## config.mk

```make
export PLATFORM = sky130hd
export DESIGN_NAME = phase_shift_scheduler
export DESIGN_NICKNAME = d
export VERILOG_FILES = /design/src/rtl/phase_shift_pkg.sv /design/src/rtl/phasedone_sync_edge.sv /design/src/rtl/phase_shift_scheduler.sv
export SDC_FILE = /design/constraint.sdc
export NUM_CORES = 1
export LEC_CHECK = 0
export ABC_AREA = 1
export CAP_MARGIN = 20
export CORE_MARGIN = 2
export CORE_UTILIZATION = 40
export CTS_CLUSTER_DIAMETER = 80
export DETAILED_ROUTE_END_ITERATION = 10
export PLACE_DENSITY_LB_ADDON = 0.1
export SYNTH_ARGS = -nofsm -noshare
export SYNTH_HDL_FRONTEND = slang
export SYNTH_SLANG_ARGS = --single-unit
```

## constraint.sdc

```tcl
create_clock -name i_clk -period 4 [get_ports i_clk]
set_input_delay 1.2 -clock i_clk [delete_from_list [all_inputs] [get_ports i_clk]]
set_output_delay 1.2 -clock i_clk [all_outputs]
set_load 0.02 [all_outputs]
```

## src/rtl/phase_shift_pkg.sv

```systemverilog
// Shared definitions for the phase-shift scheduler: phase width, default
// timing parameters, FSM state encoding and modulo helpers.
package phase_shift_pkg;

    localparam int PHASE_W = 8;

    localparam int unsigned DEF_PHASE_STEPS    = 56;
    localparam int unsigned DEF_TIMEOUT_CYCLES = 1024;
    localparam int unsigned DEF_SETTLE_CYCLES  = 4;

    localparam logic [2:0] ST_IDLE      = 3'd0;
    localparam logic [2:0] ST_CALC      = 3'd1;
    localparam logic [2:0] ST_ISSUE     = 3'd2;
    localparam logic [2:0] ST_WAIT_LOW  = 3'd3;
    localparam logic [2:0] ST_WAIT_HIGH = 3'd4;
    localparam logic [2:0] ST_SETTLE    = 3'd5;

    typedef enum logic [2:0] {
        IDLE      = ST_IDLE,
        CALC      = ST_CALC,
        ISSUE     = ST_ISSUE,
        WAIT_LOW  = ST_WAIT_LOW,
        WAIT_HIGH = ST_WAIT_HIGH,
        SETTLE    = ST_SETTLE
    } state_t;

    // Forward distance from cur to target on a ring of n positions.
    // One conditional add is enough because both operands are below n.
    function automatic logic [PHASE_W-1:0] fwd_delta(
        input logic [PHASE_W-1:0] target,
        input logic [PHASE_W-1:0] cur,
        input logic [PHASE_W:0]   n
    );
        logic [PHASE_W:0] diff;
        diff = {1'b0, target} - {1'b0, cur};
        if (diff[PHASE_W]) diff = diff + n;
        return diff[PHASE_W-1:0];
    endfunction

    // (cur + steps) mod n, valid while both operands are below n.
    function automatic logic [PHASE_W-1:0] wrap_add(
        input logic [PHASE_W-1:0] cur,
        input logic [PHASE_W-1:0] steps,
        input logic [PHASE_W:0]   n
    );
        logic [PHASE_W:0] sum;
        sum = {1'b0, cur} + {1'b0, steps};
        if (sum >= n) sum = sum - n;
        return sum[PHASE_W-1:0];
    endfunction

endpackage

```

## src/rtl/phasedone_sync_edge.sv

```systemverilog
// Two-flop synchronizer for the raw PLL phasedone (idles high) plus a
// one-cycle pulse on each synchronized rising edge.
module phasedone_sync_edge (
    input  logic clk,
    input  logic rst_n,
    input  logic d,
    output logic level,
    output logic rise
);

    logic [1:0] sync_q;
    logic       level_q;

    // Resynchronize the asynchronous input and keep the previous level for edge detection.
    always_ff @(posedge clk or negedge rst_n) begin
        if (!rst_n) begin
            sync_q  <= 2'b11;
            level_q <= 1'b1;
        end else begin
            // NOTE: non-blocking so each stage captures the previous stage's old value.
            sync_q  <= {sync_q[0], d};
            level_q <= sync_q[1];
        end
    end

    assign level = sync_q[1];
    assign rise  = sync_q[1] & ~level_q;

endmodule

```

## src/rtl/phase_shift_scheduler.sv

```systemverilog
// Converts absolute phase requests for two PLLs into forward step commands
// for the downstream phase-shift processor, counts phasedone completions and
// keeps a per-PLL record of the current phase.
module phase_shift_scheduler
    import phase_shift_pkg::*;
#(
    parameter int unsigned PHASE_STEPS    = DEF_PHASE_STEPS,
    parameter int unsigned TIMEOUT_CYCLES = DEF_TIMEOUT_CYCLES,
    parameter int unsigned SETTLE_CYCLES  = DEF_SETTLE_CYCLES
) (
    input  logic               i_clk,
    input  logic               i_rst_n,
    input  logic               i_req_valid,
    output logic               o_req_ready,
    input  logic               i_req_pll,
    input  logic [PHASE_W-1:0] i_req_phase,
    input  logic               i_phasedone,
    output logic               o_ready,
    output logic [PHASE_W-1:0] o_periods_to_process,
    output logic               o_pll_to_update,
    output logic               o_busy,
    output logic               o_done,
    output logic               o_error,
    output logic [PHASE_W-1:0] o_phase0,
    output logic [PHASE_W-1:0] o_phase1
);

    localparam int TIMER_W  = $clog2(TIMEOUT_CYCLES + 1);
    localparam int SETTLE_W = $clog2(SETTLE_CYCLES + 1);

    localparam logic [PHASE_W-1:0]  STEPS8      = PHASE_W'(PHASE_STEPS);
    localparam logic [PHASE_W:0]    STEPS9      = (PHASE_W + 1)'(PHASE_STEPS);
    localparam logic [TIMER_W-1:0]  TIMER_LAST  = TIMER_W'(TIMEOUT_CYCLES - 1);
    localparam logic [SETTLE_W-1:0] SETTLE_LAST = SETTLE_W'(SETTLE_CYCLES - 1);

    state_t              state;
    logic                req_pll;
    logic [PHASE_W-1:0]  req_phase;
    logic [PHASE_W-1:0]  steps;
    logic [TIMER_W-1:0]  timer;
    logic [SETTLE_W-1:0] settle_cnt;
    logic [PHASE_W-1:0]  cur_phase [2];
    logic [PHASE_W-1:0]  calc_delta;
    logic                pd_level;
    logic                pd_rise;

    phasedone_sync_edge u_pd_sync (
        .clk   (i_clk),
        .rst_n (i_rst_n),
        .d     (i_phasedone),
        .level (pd_level),
        .rise  (pd_rise)
    );

    assign calc_delta = fwd_delta(req_phase, cur_phase[req_pll], STEPS9);
    assign o_phase0   = cur_phase[0];
    assign o_phase1   = cur_phase[1];

    // Request/command FSM with registered outputs and the per-PLL phase records.
    always_ff @(posedge i_clk or negedge i_rst_n) begin
        if (!i_rst_n) begin
            state                <= IDLE;
            o_req_ready          <= 1'b0;
            o_ready              <= 1'b0;
            o_periods_to_process <= '0;
            o_pll_to_update      <= 1'b0;
            o_busy               <= 1'b0;
            o_done               <= 1'b0;
            o_error              <= 1'b0;
            req_pll              <= 1'b0;
            req_phase            <= '0;
            steps                <= '0;
            timer                <= '0;
            settle_cnt           <= '0;
            // NOTE: the phase records are real state that must read 0 after reset, so
            // this small array is reset explicitly rather than left to power-up value.
            cur_phase[0]         <= '0;
            cur_phase[1]         <= '0;
        end else begin
            o_ready <= 1'b0;
            o_done  <= 1'b0;
            o_error <= 1'b0;
            case (state)
                IDLE: begin
                    o_req_ready <= 1'b1;
                    o_busy      <= 1'b0;
                    if (i_req_valid && o_req_ready) begin
                        req_pll   <= i_req_pll;
                        req_phase <= i_req_phase;
                        if (i_req_phase >= STEPS8) begin
                            o_error <= 1'b1;
                        end else begin
                            o_req_ready <= 1'b0;
                            o_busy      <= 1'b1;
                            state       <= CALC;
                        end
                    end
                end
                CALC: begin
                    if (calc_delta == '0) begin
                        o_done     <= 1'b1;
                        settle_cnt <= '0;
                        state      <= SETTLE;
                    end else begin
                        o_periods_to_process <= calc_delta;
                        o_pll_to_update      <= req_pll;
                        state                <= ISSUE;
                    end
                end
                ISSUE: begin
                    o_ready <= 1'b1;
                    steps   <= '0;
                    timer   <= '0;
                    state   <= WAIT_LOW;
                end
                WAIT_LOW, WAIT_HIGH: begin
                    if (state == WAIT_HIGH && pd_rise) begin
                        steps <= steps + 1'b1;
                        timer <= '0;
                        if (steps + 1'b1 == o_periods_to_process) begin
                            cur_phase[req_pll] <= req_phase;
                            o_done             <= 1'b1;
                            settle_cnt         <= '0;
                            state              <= SETTLE;
                        end else begin
                            state <= WAIT_LOW;
                        end
                    end else if (timer == TIMER_LAST) begin
                        cur_phase[req_pll] <= wrap_add(cur_phase[req_pll], steps, STEPS9);
                        o_error            <= 1'b1;
                        settle_cnt         <= '0;
                        state              <= SETTLE;
                    end else begin
                        timer <= timer + 1'b1;
                        if (state == WAIT_LOW && !pd_level) state <= WAIT_HIGH;
                    end
                end
                SETTLE: begin
                    if (settle_cnt == SETTLE_LAST) begin
                        o_req_ready <= 1'b1;
                        o_busy      <= 1'b0;
                        state       <= IDLE;
                    end else begin
                        settle_cnt <= settle_cnt + 1'b1;
                    end
                end
                default: begin
                    o_busy <= 1'b0;
                    state  <= IDLE;
                end
            endcase
        end
    end

endmodule

```

* Yosys cells after proc, flatten, opt, wreduce, memory -nomap -nowiden
Cells that the tools add are included.
Word-level totals: flip-flop bits (word level) 67, input port bits 13, output and inout bits 30, word-level logic and storage cells 126
Operators by class: add/sub/neg operators 7, $lt $le $gt $ge 4, equality and inequality tests 19, multiplexer cells 52, bitwise operators 5, reduce and logical (&&, ||, !) cells 22
Operators with widths (count):
- 8-bit two-way mux | 10
- 16-bit two-way mux | 3
- 3-bit two-way mux | 13
- 16-bit bitwise mux | 2
- 11-bit two-way mux | 2
- 11-bit one-hot mux with 2 select lines | 1
- 8-bit one-hot mux with 2 select lines | 1
- 3-bit one-hot mux with 5 select lines | 1
- 1-bit two-way mux | 13
- 2-bit inequality test (second input constant) | 6
- 2-bit AND reduction | 6
- 11-bit by 1-bit adder with 11-bit output (second input constant) | 1
- 11-bit by 10-bit == test with 1-bit output (second input constant) | 1
- 8-bit by 8-bit adder with 9-bit output | 1
- 3-bit by 2-bit == test with 1-bit output (second input constant) | 3
- 9-bit by 6-bit >= comparator with 1-bit output (second input constant) | 1
- 3-bit inequality test (second input constant) | 3
- 3-bit one-hot mux with 3 select lines | 1
- 8-bit by 8-bit subtractor with 9-bit output | 1
- 8-bit by 1-bit adder with 8-bit output (second input constant) | 1
- 8-bit by 6-bit adder with 8-bit output (second input constant) | 1
- 8-bit demux with 1-bit select | 1
- 8-bit == test | 1
- 8-bit by 6-bit >= comparator with 1-bit output (second input constant) | 1
- 24 further kinds | 34

* Depth between registers and ports, before layout
Gate-level depths: netlist of run 1.
depth in word-level cells 13, depth in mapped cells 25, gate-level depth less buffers 22

* Cells and area by module
Synthesis of run 1 repeated with hierarchy kept, for this count alone.
Unflattened totals: cells, all modules 615, area total of the unflattened synthesis 4493.1 um2
By module, submodules not included:
- phase_shift_scheduler | times used 1, cells each 610, area an instance 4404.2 um2, sequential area each 1601.5 um2
- phasedone_sync_edge | times used 1, cells each 5, area an instance 88.8 um2, sequential area each 78.8 um2

* Worst setup path after synthesis of run 1
OpenSTA, ideal clock, no wires.
kind register -> register, start register req_pll, end register settle_cnt[0], library setup time 0.117 ns, arrival time 3.417 ns, data required time 3.883 ns, setup slack 0.466 ns, cell stages (with the launch flop) 24, path buffers 3, clock period less this slack 3.534 ns, path through dfrtp_1 > clkbuf_1 > inv_1 > clkbuf_1 > or2_2 > o21ai_0 > inv_1 > fa_1 > inv_1 > nand3_1 > nand3_1 > xor2_1 > inv_1 > ha_1 > nand2_1 > o21ai_1 > nand3_1 > nor2_1 > nand2_2 > nand2_2 > buf_6 > nand2_2 > nand2_1 > nand2_1
Between the ends: word-level cells in the longest chain between the ends 10
Ends and longest elaborated chain:
- start, declared | RTL line phase_shift_scheduler.sv:37 | logic req_pll;
- start signal, assigned | RTL line phase_shift_scheduler.sv:88 | req_pll <= i_req_pll;
- 1-bit inverter with 2-bit output (implied by the code) (*) | RTL line phase_shift_scheduler.sv:55 | assign calc_delta = fwd_delta(req_phase, cur_phase[req_pll], STEPS9);
- 8-bit two-way mux (implied by the code) (*) (3 in series) | RTL line phase_shift_scheduler.sv:55
- 8-bit by 8-bit subtractor with 9-bit output (*) | RTL line phase_shift_pkg.sv:35 | diff = {1'b0, target} - {1'b0, cur};
- 8-bit by 6-bit adder with 8-bit output | RTL line phase_shift_pkg.sv:36 | if (diff[PHASE_W]) diff = diff + n;
- 8-bit two-way mux (*) | RTL line phase_shift_pkg.sv:36
- 8-bit logical NOT (*) | RTL line phase_shift_scheduler.sv:100 | if (calc_delta == '0) begin
- 2-bit inequality test (no line) (*)
- 5-bit AND reduction (no line) (*)
- end signal, assigned | RTL line phase_shift_scheduler.sv:144 | settle_cnt <= settle_cnt + 1'b1;
- end, declared | RTL line phase_shift_scheduler.sv:41 | logic [SETTLE_W-1:0] settle_cnt;
Mark *: on every way between the ends. The rest lies on a longest branch, timed or not. The select of a mux whose other input is x is not followed. A chain may end at the register's enable or synchronous reset.

* Final worst setup path of run 1
start register req_pll, end register settle_cnt[1]
Same word-level chain as after synthesis.

==> impl.org, run 1 <==
** STA
- Setup violations remaining at the end of the flow were counted as 0.
- The final-report hold violation count came to 0.
- Max-slew violation count :: 0
- Setup repair after global routing left no endpoint under its margin.
- Clk_skew :: 0.0144 ns
- Setup total negative slack :: 0 ns
- Counting I/O delays and the setup requirement, the final critical path takes 3.51 ns.
- The worst path uses 87.7% of the clock period.
- For the pin with the worst max-slew slack, the measured transition is 0.910 ns.
- Measured against its own limit, the worst slew margin works out to 38.9%.
- For this run, the top clock speed supported by timing is 285 MHz.
- The tightest hold path in the finished design has a slack of 0.359 ns.

** Worst setup path
- WP data required :: 4.26 ns
- Reg2Reg Depth :: 20
- Crit path launch type :: flop
- Setup crit end kind :: flop
- Data arrives at the worst endpoint at 3.77 ns.
- CP Class :: reg -> reg
- Largest driver fanout on the critical path :: 20
- Capturing point of the worst reg2reg path :: settle_cnt[1]
- Worst reg2reg path startpoint :: req_pll
- The worst register-to-register path has a setup slack of 0.49 ns.

** Synth
- Share of the yosys chip area belonging to registers :: 38.1%
- Synthesis produced a netlist with a net count of 637.
- Counting flops with an async set or reset pin after synthesis yields a share of 100%.
- Mapped Cells :: 598
- Number of synthesized register bits :: 67
- Number of flops mapped to enable cells by yosys :: 0
- Counting distinct cell types in the post-synthesis netlist gives 45.
- Yosys printed 0 warnings.
- For this run, the leading register cell type out of synthesis is dfrtp_1.
- By area the synthesized netlist is led by dfrtp_1 36%, nand2_1 16%, ha_1 6.8%, inv_1 6.4%, nand3_1 4.9%.
- Top-area cell type share of the netlist area :: 36.3%
- Mapped Avg Cell Area :: 7.37 um^2
- Area leader, netlist :: dfrtp_1
- The cell area that synthesis handed to floorplanning was 0.00441 mm^2.

** Clocking
- # Post-CTS Setup Buffers :: 0
- Total clock buffers created by CTS :: 9
- Clock tree synthesis found a total of 67 sinks.
- Max Buffers Root-to-Sink :: 2
- Buffers inserted to repair hold after CTS numbered 0.
- Cell chosen for the clock root :: clkbuf_8
- In this run, post-CTS repair resized a total of 0 instances.
- CTS tree :: yes
- The H-tree was split into 3 levels.
- Source-to-sink clock delay at the later pin of the worst-skew pair :: 0.36 ns
- After clock tree synthesis, the clock-pin slew on the worst setup and hold paths is 0.08 ns.

** Routing
- In the final routed layout, each cell accounts on average for 14.5 um.
- For this run, design rule violations remaining after detail routing come to 0.
- Via-per-instance ratio :: 4.99
- The first routing iteration left 281 violations.
- Routed Antenna Nets :: 0
- Detailed-routing iteration count for the pre-antenna-repair pass :: 6
- Vias :: 3939
- Detailed-route wire length :: 11.4 mm

** Worst hold path
- Number of cells traversed by the worst hold path :: 0
- Min-Delay Path Class :: reg -> reg
- Hold Startpoint :: u_pd_sync.sync_q[0]
- The worst hold path terminates at u_pd_sync.sync_q[1].

** Place
- Once placement finished, the instance area stood at 0.00497 mm^2.
- Number of buffers inserted by port buffering :: 42
- Final RePlAce weighted congestion :: 0.845
- Once detailed placement completed, the half-perimeter wirelength came to 8.66 mm.

** Floorplanning
- Vertical extent of the die :: 109 um
- X dimension of the die :: 109 um
- After floorplanning, the core was divided into 38 placement rows.
- After floorplanning, the core was sized to cover 0.0108 mm^2.
- Effective utilization at floorplan :: 40.8%
- The floorplan step defined a die boundary enclosing 0.0119 mm^2.
- IO Pins :: 43

** Global routing
- Global-route total usage across every layer :: 20.8%
- Maximum number of pins on one net before global-route repair :: 68
- Vias in the first global route :: 3718
- Summed over all layers, the global routing overflow is 0.
- Global-route wire length before repair :: 18.8 mm
- Initial antenna violation count :: 0

** Layout
- Most common cell after layout, fill and taps aside :: nand2_1
- Ant. Diodes :: 0
- Nets@finish :: 684
- For this run, the share of the core covered by cells in the final layout is 48.2%.
- From synthesis to final layout, the design area changed by 17.9%.
- Share of post-route cells with drive strength above 1 :: 8.78%
- In the layout the commonest cells are 189 x nand2_1, 75 x inv_1, 63 x dfrtp_1.
- Fill cell count :: 1087
- Final cell area excluding filler cells :: 0.00520 mm^2

** Power and ir drop
- Power spread over the standard cell area amounts to 844 mW/mm^2.
- The worst-case IR drop observed on VDD is 0.633 mV.
- In this run the static leakage power is 0.00271 uW.
- Total Power :: 4390 uW

** Run
- Max-cap violations :: 0

** Outcome
- Result of the run :: finished, final reports clean
[final cells by class]
class | instances | area (um^2) | area share, %
clock inverter | 4 | 73.8 | 1.42
clock buffer | 11 | 141 | 2.72
timing repair buffer | 46 | 445 | 8.57
inverter | 79 | 297 | 5.71
tap | 140 | 175 | 3.37
sequential | 67 | 1680 | 32.4
multi-input combinational | 442 | 2380 | 45.9
[cells in the mapped netlist (3+ instances only)]
cell type / number
a21oi_1: 12
a21oi_2: 3
clkbuf_1: 5
dfrtp_1: 64
dfstp_2: 3
ha_1: 24
inv_1: 75
inv_2: 4
nand2_1: 189
nand2_2: 6
nand3_1: 43
nand4_1: 10
nor2_1: 47
nor3_1: 4
o21a_1: 4
o21ai_0: 28
o21ai_1: 10
o21ai_2: 4
o22ai_1: 5
or2_2: 9
xnor2_1: 8
xor2_1: 12
[sequential cells by signal, indices dropped and copies added (netlist names)]
| signal | count |
|---|---|
| timer | 11 |
| o_periods_to_process | 8 |
| o_phase0 | 8 |
| o_phase1 | 8 |
| req_phase | 8 |
| steps | 8 |
| settle_cnt | 3 |
| state | 3 |
| u_pd_sync.sync_q | 2 |
| o_busy | 1 |
| o_done | 1 |
| o_error | 1 |
| o_pll_to_update | 1 |
| o_ready | 1 |
| o_req_ready | 1 |
| req_pll | 1 |
| u_pd_sync.level_q | 1 |
[logic make-up after synthesis]
logic type	share of synthesized area (%)
mux	0.227
buf+inv	8.06
compound gates	11.0
flops	38.1
fa+ha+maj	7.72
simple gates	30.9
xor+xnor	3.98
[worst max path at each step]
stage / startpoint / end / slack [ns] / cells past startpoint
final: req_pll / settle_cnt[1] / 0.49 / 20
after floorplan: req_pll / settle_cnt[0] / 0.47 / 23
after CTS: req_pll / settle_cnt[1] / 0.27 / 20
after global routing: req_pll / settle_cnt[0] / 0.06 / 20
after detailed placement: req_pll / settle_cnt[1] / 0.26 / 20
after global placement: req_pll / settle_cnt[2] / 0.39 / 21
[critical path, cell delays in order (launching register included)]
cell,delay [ns]
dfrtp_2,0.46
inv_1,0.07
or2_2,0.26
o21ai_0,0.19
inv_1,0.16
fa_1,0.45
inv_1,0.09
nand3_1,0.07
nand3_1,0.12
xor2_1,0.25
inv_1,0.07
ha_1,0.28
nand2_1,0.05
o21ai_1,0.12
nand3_1,0.09
nor2_1,0.16
nand2_2,0.12
nand2_4,0.20
nand2_2,0.09
nand2_1,0.08
nand2_1,0.04
[power breakdown]
group | internal, uW | switching, uW
registers | 841 | 182
clock network | 366 | 277
logic | 1010 | 1710
total | 2210 | 2170
[per-layer routing]
metal  vias to the layer above  share of wire, %  global-route usage, %
met2                        62                44                   31.9
met3                        17               3.3                   3.83
met4                         0               2.3                   8.24
met1                      1841                50                   28.9
li1                       2019                 -                      -
met5                         -                 0                      0
[through the flow]
stage / instances / setup WS, ns
6_report: 789 / 0.491
5_1_grt: 789 / 0.0587
4_1_cts: 789 / 0.268
3_5_place_dp: 774 / 0.264
3_3_place_gp: 774 / 0.394
2_1_floorplan: 598 / 0.466
Note: power is estimated with default switching activity, not from simulation.
==> inputs of run 2 (changes only) <==
- CORE_ASPECT_RATIO: default -> 0.6
==> run 2 against run 1 <==
  * Setup slack got worse by 0.010 ns
  * Register-to-register slack about the same
  * Sequential power about the same
  * Largest power group unchanged
  * Via count is 2.2% higher
  * Critical endpoint is now o_phase0[3]
  * Maximum frequency fell by 0.29%
  * Global-route usage up 0.96 points
  * Die area rose by 0.23%
  * Worst hold slack gained 0.0045 ns
  * Sequential share of layout area is 0.57 points lower
  * Non-clock buffer count up 2
==> impl.org, run 2 (synthesis gave the netlist of run 1 again) <==
** Floorplanning
- The chip height was 85.3 um (was 109 um).
- The effective utilization at floorplan was 41.4% (was 40.8%).
- Die Area :: 0.0119 mm^2 (about the same)
- The core area is 0.0106 mm^2 (was 0.0108 mm^2).
- The die width is 140 um (was 109 um).
- Number of placement rows :: 29 (was 38)
- The count of boundary I/O pins was 43 (unchanged).

** STA
- Post-route minimum period :: 3.52 ns (was 3.51 ns)
- The final count of pins violating max slew is 0 (unchanged).
- Worst slew pin tran :: 1.10 ns (was 0.910 ns)
- The final worst-path setup slack is 0.481 ns (was 0.491 ns).
- The final-layout setup total negative slack was 0 ns (unchanged).
- Final number of hold-violating endpoints :: 0 (unchanged)
- Final clock period utilization by the worst path :: 88.0% (was 87.7%)
- Setup repair after global routing missed its margin: no (unchanged).
- Total setup violations reported at the end of the flow :: 0 (unchanged)
- Maximum achievable frequency :: 284 MHz (was 285 MHz)
- Clk_skew :: 0.00532 ns (was 0.0144 ns)
- Slew HR :: 25.9% (was 38.9%)

** Routing
- The total number of vias came to 4026 (was 3939).
- Remaining DRCs :: 0 (unchanged)
- Detailed-routing iteration count for the pre-antenna-repair pass :: 5 (was 6)
- Wire length per cell after detailed routing :: 15.2 um (was 14.5 um)
- The detailed-route vias per instance was 5.09 (was 4.99).
- The number of routed nets with antenna violations is 0 (unchanged).
- First-iteration detailed-routing DRC count :: 290 (was 281)
- The final routed wirelength across all metal layers is 12.0 mm (was 11.4 mm).

** Layout
- Share of the core filled with cells in the final layout :: 49.8% (was 48.2%)
- The net count reported at finish was 686 (was 684).
- The number of flip-flops in the largest register was 11 (unchanged).
- Largest register by flop count :: timer (unchanged)
- Final instance count without filler cells :: 791 (was 789)
- The fraction of layout cells with a size suffix above 1 was 8.90% (was 8.78%).
- The leading cell type in the layout, fill and taps excluded was nand2_1 (unchanged).
- Commonest cells after routing, fill and taps aside: 189 x nand2_1, 75 x inv_1, 63 x dfrtp_1 (unchanged).
- The layout-stage area growth over the synthesis result came to 20.0% (was 17.9%).
- The count of inserted antenna diode cells is 0 (unchanged).
- The final-layout fill cell count was 1042 (was 1087).

** Clocking
- The insertion delay to the later sink of the worst-skew pair is 0.33 ns (was 0.36 ns).
- Clock-pin slew reported for the worst setup and hold paths after clock tree synthesis :: 0.05 ns (was 0.08 ns)
- The maximum level of the CTS H-tree is 3 (unchanged).
- The CTS tree is yes (unchanged).
- Max Buffers Root-to-Sink :: 2 (unchanged)
- Hold buffer count at cts :: 0 (unchanged)
- The buffer cell driving the clock tree root is clkbuf_16 (was clkbuf_8).
- The CTS buffer count came to 9 (unchanged).
- The number of sinks driven by the clock tree came to 67 (unchanged).

** Global routing
- Maximum number of pins on one net before global-route repair :: 68 (unchanged)
- The aggregate global routing overflow came to 0 (unchanged).
- The via count of the first global-routing pass came to 3737 (was 3718).
- The number of antenna violations at the first check in global routing was 0 (unchanged).
- The total routing usage reported by global routing is 21.7% (was 20.8%).
- Global-route wire length before repair :: 19.9 mm (was 18.8 mm)

** Place
- The post-place setup slack is 0.123 ns (was 0.264 ns).
- The number of port buffers came to 42 (unchanged).
- Detailed placer's ending HPWL :: 9.27 mm (was 8.66 mm)
- The routability-driven placement congestion ratio came to 0.907 (was 0.845).
- Placed insts :: 774 (unchanged)

** Worst setup path
- Critical path's largest stage delay :: 0.36 ns (was 0.46 ns)
- Arrival @ worst endpoint :: 3.74 ns (was 3.77 ns)
- CP dominant cell by count :: nand2_1 (was inv_1)
- Buf+Inv Stages, Crit Path :: 4 (unchanged)
- Crit path launch type :: flop (unchanged)
- The type of the worst setup path is reg -> reg (unchanged).
- The endpoint required time on the critical path came to 4.22 ns (was 4.26 ns).
- Kind of cell with the highest combined delay on the critical path :: simple AND/OR/NAND/NOR gates (unchanged)
- The cell with the biggest individual delay on the critical path was ha_1 (was dfrtp_2).
- Critical path cell sequence: inv_1, buf_4, or2_2, o21ai_0, inv_1, ha_1, nand2_1, nand2_1, a31oi_1, xor2_1, inv_1, ha_1, nand3_1, nand3_1, nor2_1, nand2_1, nand2_1, nand3_1, nand2_1, nand2_1 (was inv_1, or2_2, o21ai_0, inv_1, fa_1, inv_1, nand3_1, nand3_1, xor2_1, inv_1, ha_1, nand2_1, o21ai_1, nand3_1, nor2_1, nand2_2, nand2_4, nand2_2, nand2_1, nand2_1).
- Setup crit end kind :: flop (unchanged)
- The largest fanout of any net on the critical path is 7 (was 20).

** Power and ir drop
- The cell leakage power is 0.00275 uW (was 0.00271 uW).
- The power density relative to cell area was 877 mW/mm^2 (was 844 mW/mm^2).
- IR Drop Worst-Case VDD :: 0.436 mV (was 0.633 mV)
- The total power was 4640 uW (was 4390 uW).

** Outcome
- Result of the run: finished, final reports clean (unchanged).

** Worst hold path
- The class of the tightest hold or removal check was reg -> reg (unchanged).

** Run
- The max-cap violation count was 0 (unchanged).
[run 2: cell types whose count changed in the layout (fill, tap and decap cells not counted)]
| cell | delta |
|---|---|
| nand2_4 | -1 |
| clkbuf_1 | +1 |
| inv_6 | -1 |
| xor2_1 | +1 |
| bufinv_16 | -2 |
| buf_4 | +2 |
| clkbuf_8 | -6 |
| xor2_2 | -1 |
| nand2_8 | +1 |
| o21ai_0 | -1 |
| o21ai_1 | +1 |
| clkbuf_16 | +9 |
[run 2: metal layers]
layer / GRT usage [%] / routed length (um) / vias to the layer above
li1: - / - / 2031
met4: 4.41 / 99 / 0
met5: 0 / 0 / -
met2: 29.5 / 4690 / 101
met1: 33.5 / 6400 / 1883
met3: 6.88 / 805 / 11
[run 2: path summary, 6_finish.rpt]
path                                      from                   to  slack, ns  cells past startpoint
setup / recovery                       req_pll          o_phase0[3]       0.48                     20
setup reg to reg                       req_pll          o_phase0[3]       0.48                     20
hold / removal             u_pd_sync.sync_q[0]  u_pd_sync.sync_q[1]       0.36                      0
max in group asynchronous              i_rst_n              req_pll       2.31                      2
min in group asynchronous              i_rst_n         req_phase[3]       1.07                      2
hold reg to reg            u_pd_sync.sync_q[0]  u_pd_sync.sync_q[1]       0.36                      0
[run 2: cell type report]
| type | count | area, um^2 | share of cell area (%) |
|---|---|---|---|
| Clock buffer | 15 | 288 | 5.44 |
| Clock inverter | 1 | 5.00 | 0.0946 |
| Inverter | 79 | 297 | 5.61 |
| Multi-Input combinational cell | 442 | 2380 | 45.1 |
| Sequential cell | 67 | 1680 | 31.8 |
| Tap cell | 139 | 174 | 3.29 |
| Timing Repair Buffer | 48 | 460 | 8.70 |
[run 2: power by group]
part	internal (uW)	switching, uW	total, uW
Combinational	1010	1830	2840
Clock	487	287	773
Sequential	843	183	1030
[run 2: what timing repair did]
item,4_1_cts,5_1_grt
setup buffers,0,1
setup endpoints to repair,0,18
hold endpoints to repair,0,0
gates resized for setup,0,4
[run 2: metrics by stage]
| stage | hold WS, ns | cell area [um^2] |
|---|---|---|
| after CTS | 0.363 | 5270 |
| after floorplan | 0.345 | 4410 |
| final | 0.363 | 5290 |
| after detailed placement | 0.356 | 4970 |
| after global placement | 0.346 | 4970 |
| after global routing | 0.367 | 5290 |
==> inputs of run 3 (changes only) <==
- CTS_BUF_LIST: default -> sky130_fd_sc_hd__clkbuf_4 sky130_fd_sc_hd__clkbuf_8
==> run 3 against run 2 <==
  * Wire length is 0.17% lower
  * Core utilization is 0.88 points lower
  * Worst hold slack better by 0.00070 ns
  * Via count is 0.20% lower
  * Register-to-register slack worse by 0.02 ns
  * Global-route usage is 0.13 points lower
  * Setup slack worse by 0.019 ns
  * Sequential cell count stayed put
  * Critical path depth stayed put
  * Sequential power hardly changed
  * Design area is 1.8% lower
  * Sequential share of layout area is 0.57 points higher
==> impl.org, run 3 (synthesis gave the netlist of run 1 again) <==
** Worst setup path
- Critical path cell sequence :: inv_1, buf_4, or2_2, o21ai_0, inv_1, ha_1, nand2_1, nand2_1, a31oi_1, xor2_1, inv_1, ha_1, nand3_1, nand3_1, nor2_1, nand2_1, nand2_1, nand3_1, nand2_1, nand2_1 (unchanged)
- Buf+Inv Stages, Crit Path :: 4 (unchanged)
- Number of cells on the critical path :: 20 (unchanged)
- The register-to-register setup slack is 0.46 ns (was 0.48 ns).
- The largest incremental delay on the critical path came to 0.36 ns (about the same).
- Critical Path Start :: req_pll (unchanged)
- Cell with the biggest individual delay on the critical path :: dfrtp_2 (was ha_1)
- The depth of the worst register-to-register path was 20 (unchanged).
- Endpoint of the worst setup timing path :: o_phase0[3] (unchanged)
- Kind of cell with the highest combined delay on the critical path :: simple AND/OR/NAND/NOR gates (unchanged)
- Arrival @ worst endpoint :: 3.78 ns (was 3.74 ns)
- Crit path launch type :: flop (unchanged)
- Worst reg2reg path startpoint :: req_pll (unchanged)
- The endpoint required time on the critical path came to 4.24 ns (was 4.22 ns).
- The largest fanout of any net on the critical path came to 7 (unchanged).
- The terminus of the critical flop-to-flop path was o_phase0[3] (unchanged).
- CP dominant cell by count :: nand2_1 (unchanged)
- CP Class :: reg -> reg (unchanged)
- Setup crit end kind :: flop (unchanged)

** Clocking
- The number of sinks driven by the clock tree was 67 (unchanged).
- Clock-pin slew reported for the worst setup and hold paths after clock tree synthesis :: 0.07 ns (was 0.05 ns)
- The maximum level of the CTS H-tree was 3 (unchanged).
- Total clock buffers created by CTS :: 9 (unchanged)
- The buffer cell driving the clock tree root was clkbuf_8 (was clkbuf_16).
- CTS tree :: yes (unchanged)
- Source-to-sink clock delay at the later pin of the worst-skew pair :: 0.35 ns (was 0.33 ns)
- The maximum clock insertion buffer count came to 2 (unchanged).
- Hold buffer count at cts :: 0 (unchanged)

** Routing
- Wire length per cell after detailed routing :: 15.1 um (was 15.2 um)
- Vias :: 4018 (was 4026)
- The detailed-router iteration count before antenna repair was 6 (was 5).
- Routed met3 length :: 788 um (was 805 um)
- Met2 Routed Length :: 4.76 mm (was 4.69 mm)
- First-iteration detailed-routing DRC count :: 318 (was 290)
- Highest Signal Layer :: met4 (unchanged)
- The number of routed nets with antenna violations came to 0 (unchanged).
- Via-per-instance ratio :: 5.08 (was 5.09)
- Remaining DRCs :: 0 (unchanged)
- The final routed wirelength across all metal layers was 12.0 mm (about the same).
- The routed metal-1 wire length was 6.36 mm (was 6.40 mm).

** Global routing
- The via count of the first global-routing pass is 3733 (was 3737).
- The largest net degree at the start of global routing came to 68 (unchanged).
- The wire length of the first global-routing pass was 19.9 mm (about the same).
- Global-route total usage across every layer :: 21.6% (was 21.7%)
- The aggregate global routing overflow was 0 (unchanged).
- Initial antenna violation count :: 0 (unchanged)

** Run
- The max-cap violation count was 0 (unchanged).

** Power and ir drop
- Power Density :: 853 mW/mm^2 (was 877 mW/mm^2)
- IR Drop Worst-Case VDD :: 0.380 mV (was 0.436 mV)
- Leakage power :: 0.00271 uW (was 0.00275 uW)

** STA
- Worst slew pin tran :: 1.10 ns (about the same)
- Setup total negative slack :: 0 ns (unchanged)
- The maximum clock frequency is 283 MHz (was 284 MHz).
- The final cycle utilization of the critical path was 88.4% (was 88.0%).
- The headroom to the max-slew limit was 26.4% (was 25.9%).
- The clock skew was 0.00822 ns (was 0.00532 ns).
- The time the worst path needs with I/O delays and setup is 3.54 ns (was 3.52 ns).
- The final-report hold violation count was 0 (unchanged).
- Setup repair after global routing missed its margin: no (unchanged).
- The number of endpoints failing setup at the final stage came to 0 (unchanged).
- Max-slew violation count :: 0 (unchanged)

** Layout
- The net count reported at finish came to 686 (unchanged).
- Final instance count without filler cells :: 791 (unchanged)
- The register with the most flip-flops was timer (unchanged).
- The layout-stage area growth over the synthesis result came to 17.9% (was 20.0%).
- Commonest cells after routing, fill and taps aside: 189 x nand2_1, 75 x inv_1, 63 x dfrtp_1 (unchanged).
- The fraction of layout cells with a size suffix above 1 came to 9.20% (was 8.90%).
- The number of flip-flops in the largest register came to 11 (unchanged).
- The leading cell type in the layout, fill and taps excluded was nand2_1 (unchanged).
- Ant. Diodes :: 0 (unchanged)

** Outcome
- Result of the run: finished, final reports clean (unchanged).

** Floorplanning
- Number of placement rows :: 29 (unchanged)
- The chip height came to 85.3 um (unchanged).
- Core ar. :: 0.0106 mm^2 (unchanged)
- IO Pins :: 43 (unchanged)
- Effective utilization at floorplan :: 41.4% (unchanged)
- The die width is 140 um (unchanged).
- Die Area :: 0.0119 mm^2 (unchanged)

** Place
- Detailed placer's ending HPWL :: 9.27 mm (unchanged)
- The number of cells after detailed placement is 774 (unchanged).
- Final RePlAce weighted congestion :: 0.907 (unchanged)
- Number of buffers inserted by port buffering :: 42 (unchanged)

** Worst hold path
- Min-Delay Path Class :: reg -> reg (unchanged)
==> run 3: cell types whose count changed in the layout (fill, tap and decap cells not counted) <==
cell,change
clkbuf_16,-9
clkbuf_8,+9
clkbuf_1,-2
clkbuf_4,+2
o21ai_0,+1
o21ai_1,-1
==> run 3: per-stage QoR <==
step	total power [uW]	utilization (%)	cell area, um^2	hold slack [ns]	setup WS [ns]
2_1_floorplan	3020	-	4410	0.345	0.466
3_3_place_gp	3750	46.8	4970	0.346	0.268
3_5_place_dp	3810	46.8	4970	0.356	0.123
4_1_cts	4400	48.7	5170	0.366	0.114
5_1_grt	4900	48.9	5200	0.369	0.104
6_report	4430	48.9	5200	0.364	0.462
==> run 3: area by class of cell <==
cell class / instances / area (um^2)
clock buffer: 15 / 194
timing repair buffer: 48 / 460
inverter: 79 / 297
sequential: 67 / 1680
multi-input combinational: 442 / 2380
clock inverter: 1 / 5.00
fill: 1058 / 5440
tap: 139 / 174
==> run 3: worst min path at each step <==
stage                     cells past startpoint                   to           startpoint
after floorplan                               0  u_pd_sync.sync_q[1]  u_pd_sync.sync_q[0]
after global placement                        0  u_pd_sync.sync_q[1]  u_pd_sync.sync_q[0]
after detailed placement                      0  u_pd_sync.sync_q[1]  u_pd_sync.sync_q[0]
after CTS                                     0  u_pd_sync.sync_q[1]  u_pd_sync.sync_q[0]
after global routing                          0  u_pd_sync.sync_q[1]  u_pd_sync.sync_q[0]
final                                         0  u_pd_sync.sync_q[1]  u_pd_sync.sync_q[0]
==> run 3: worst reg2reg max path: stages (launching register included) <==
cell     delay, ns
dfrtp_2       0.36
inv_1         0.11
buf_4         0.18
or2_2         0.26
o21ai_0       0.21
inv_1         0.10
ha_1          0.36
nand2_1       0.09
nand2_1       0.06
a31oi_1       0.18
xor2_1        0.18
inv_1         0.09
ha_1          0.20
nand3_1       0.11
nand3_1       0.07
nor2_1        0.21
nand2_1       0.18
nand2_1       0.09
nand3_1       0.19
nand2_1       0.14
nand2_1       0.05
==> run 3: what timing repair did <==
| item | CTS | global route |
|---|---|---|
| resized for setup | 0 | 3 |
| setup endpoints to repair | 0 | 19 |
| setup buffers | 0 | 1 |
==> run 3: per-layer routing <==
layer | GRT usage, % | vias to the layer above
li1 | - | 2029
met1 | 33.6 | 1877
met2 | 29.4 | 103
met3 | 6.72 | 9
met4 | 3.86 | 0
met5 | 0 | -
==> run 3: power breakdown <==
group | switching (uW) | internal (uW)
Clock | 259 | 307
Combinational | 1840 | 1010
Sequential | 181 | 842
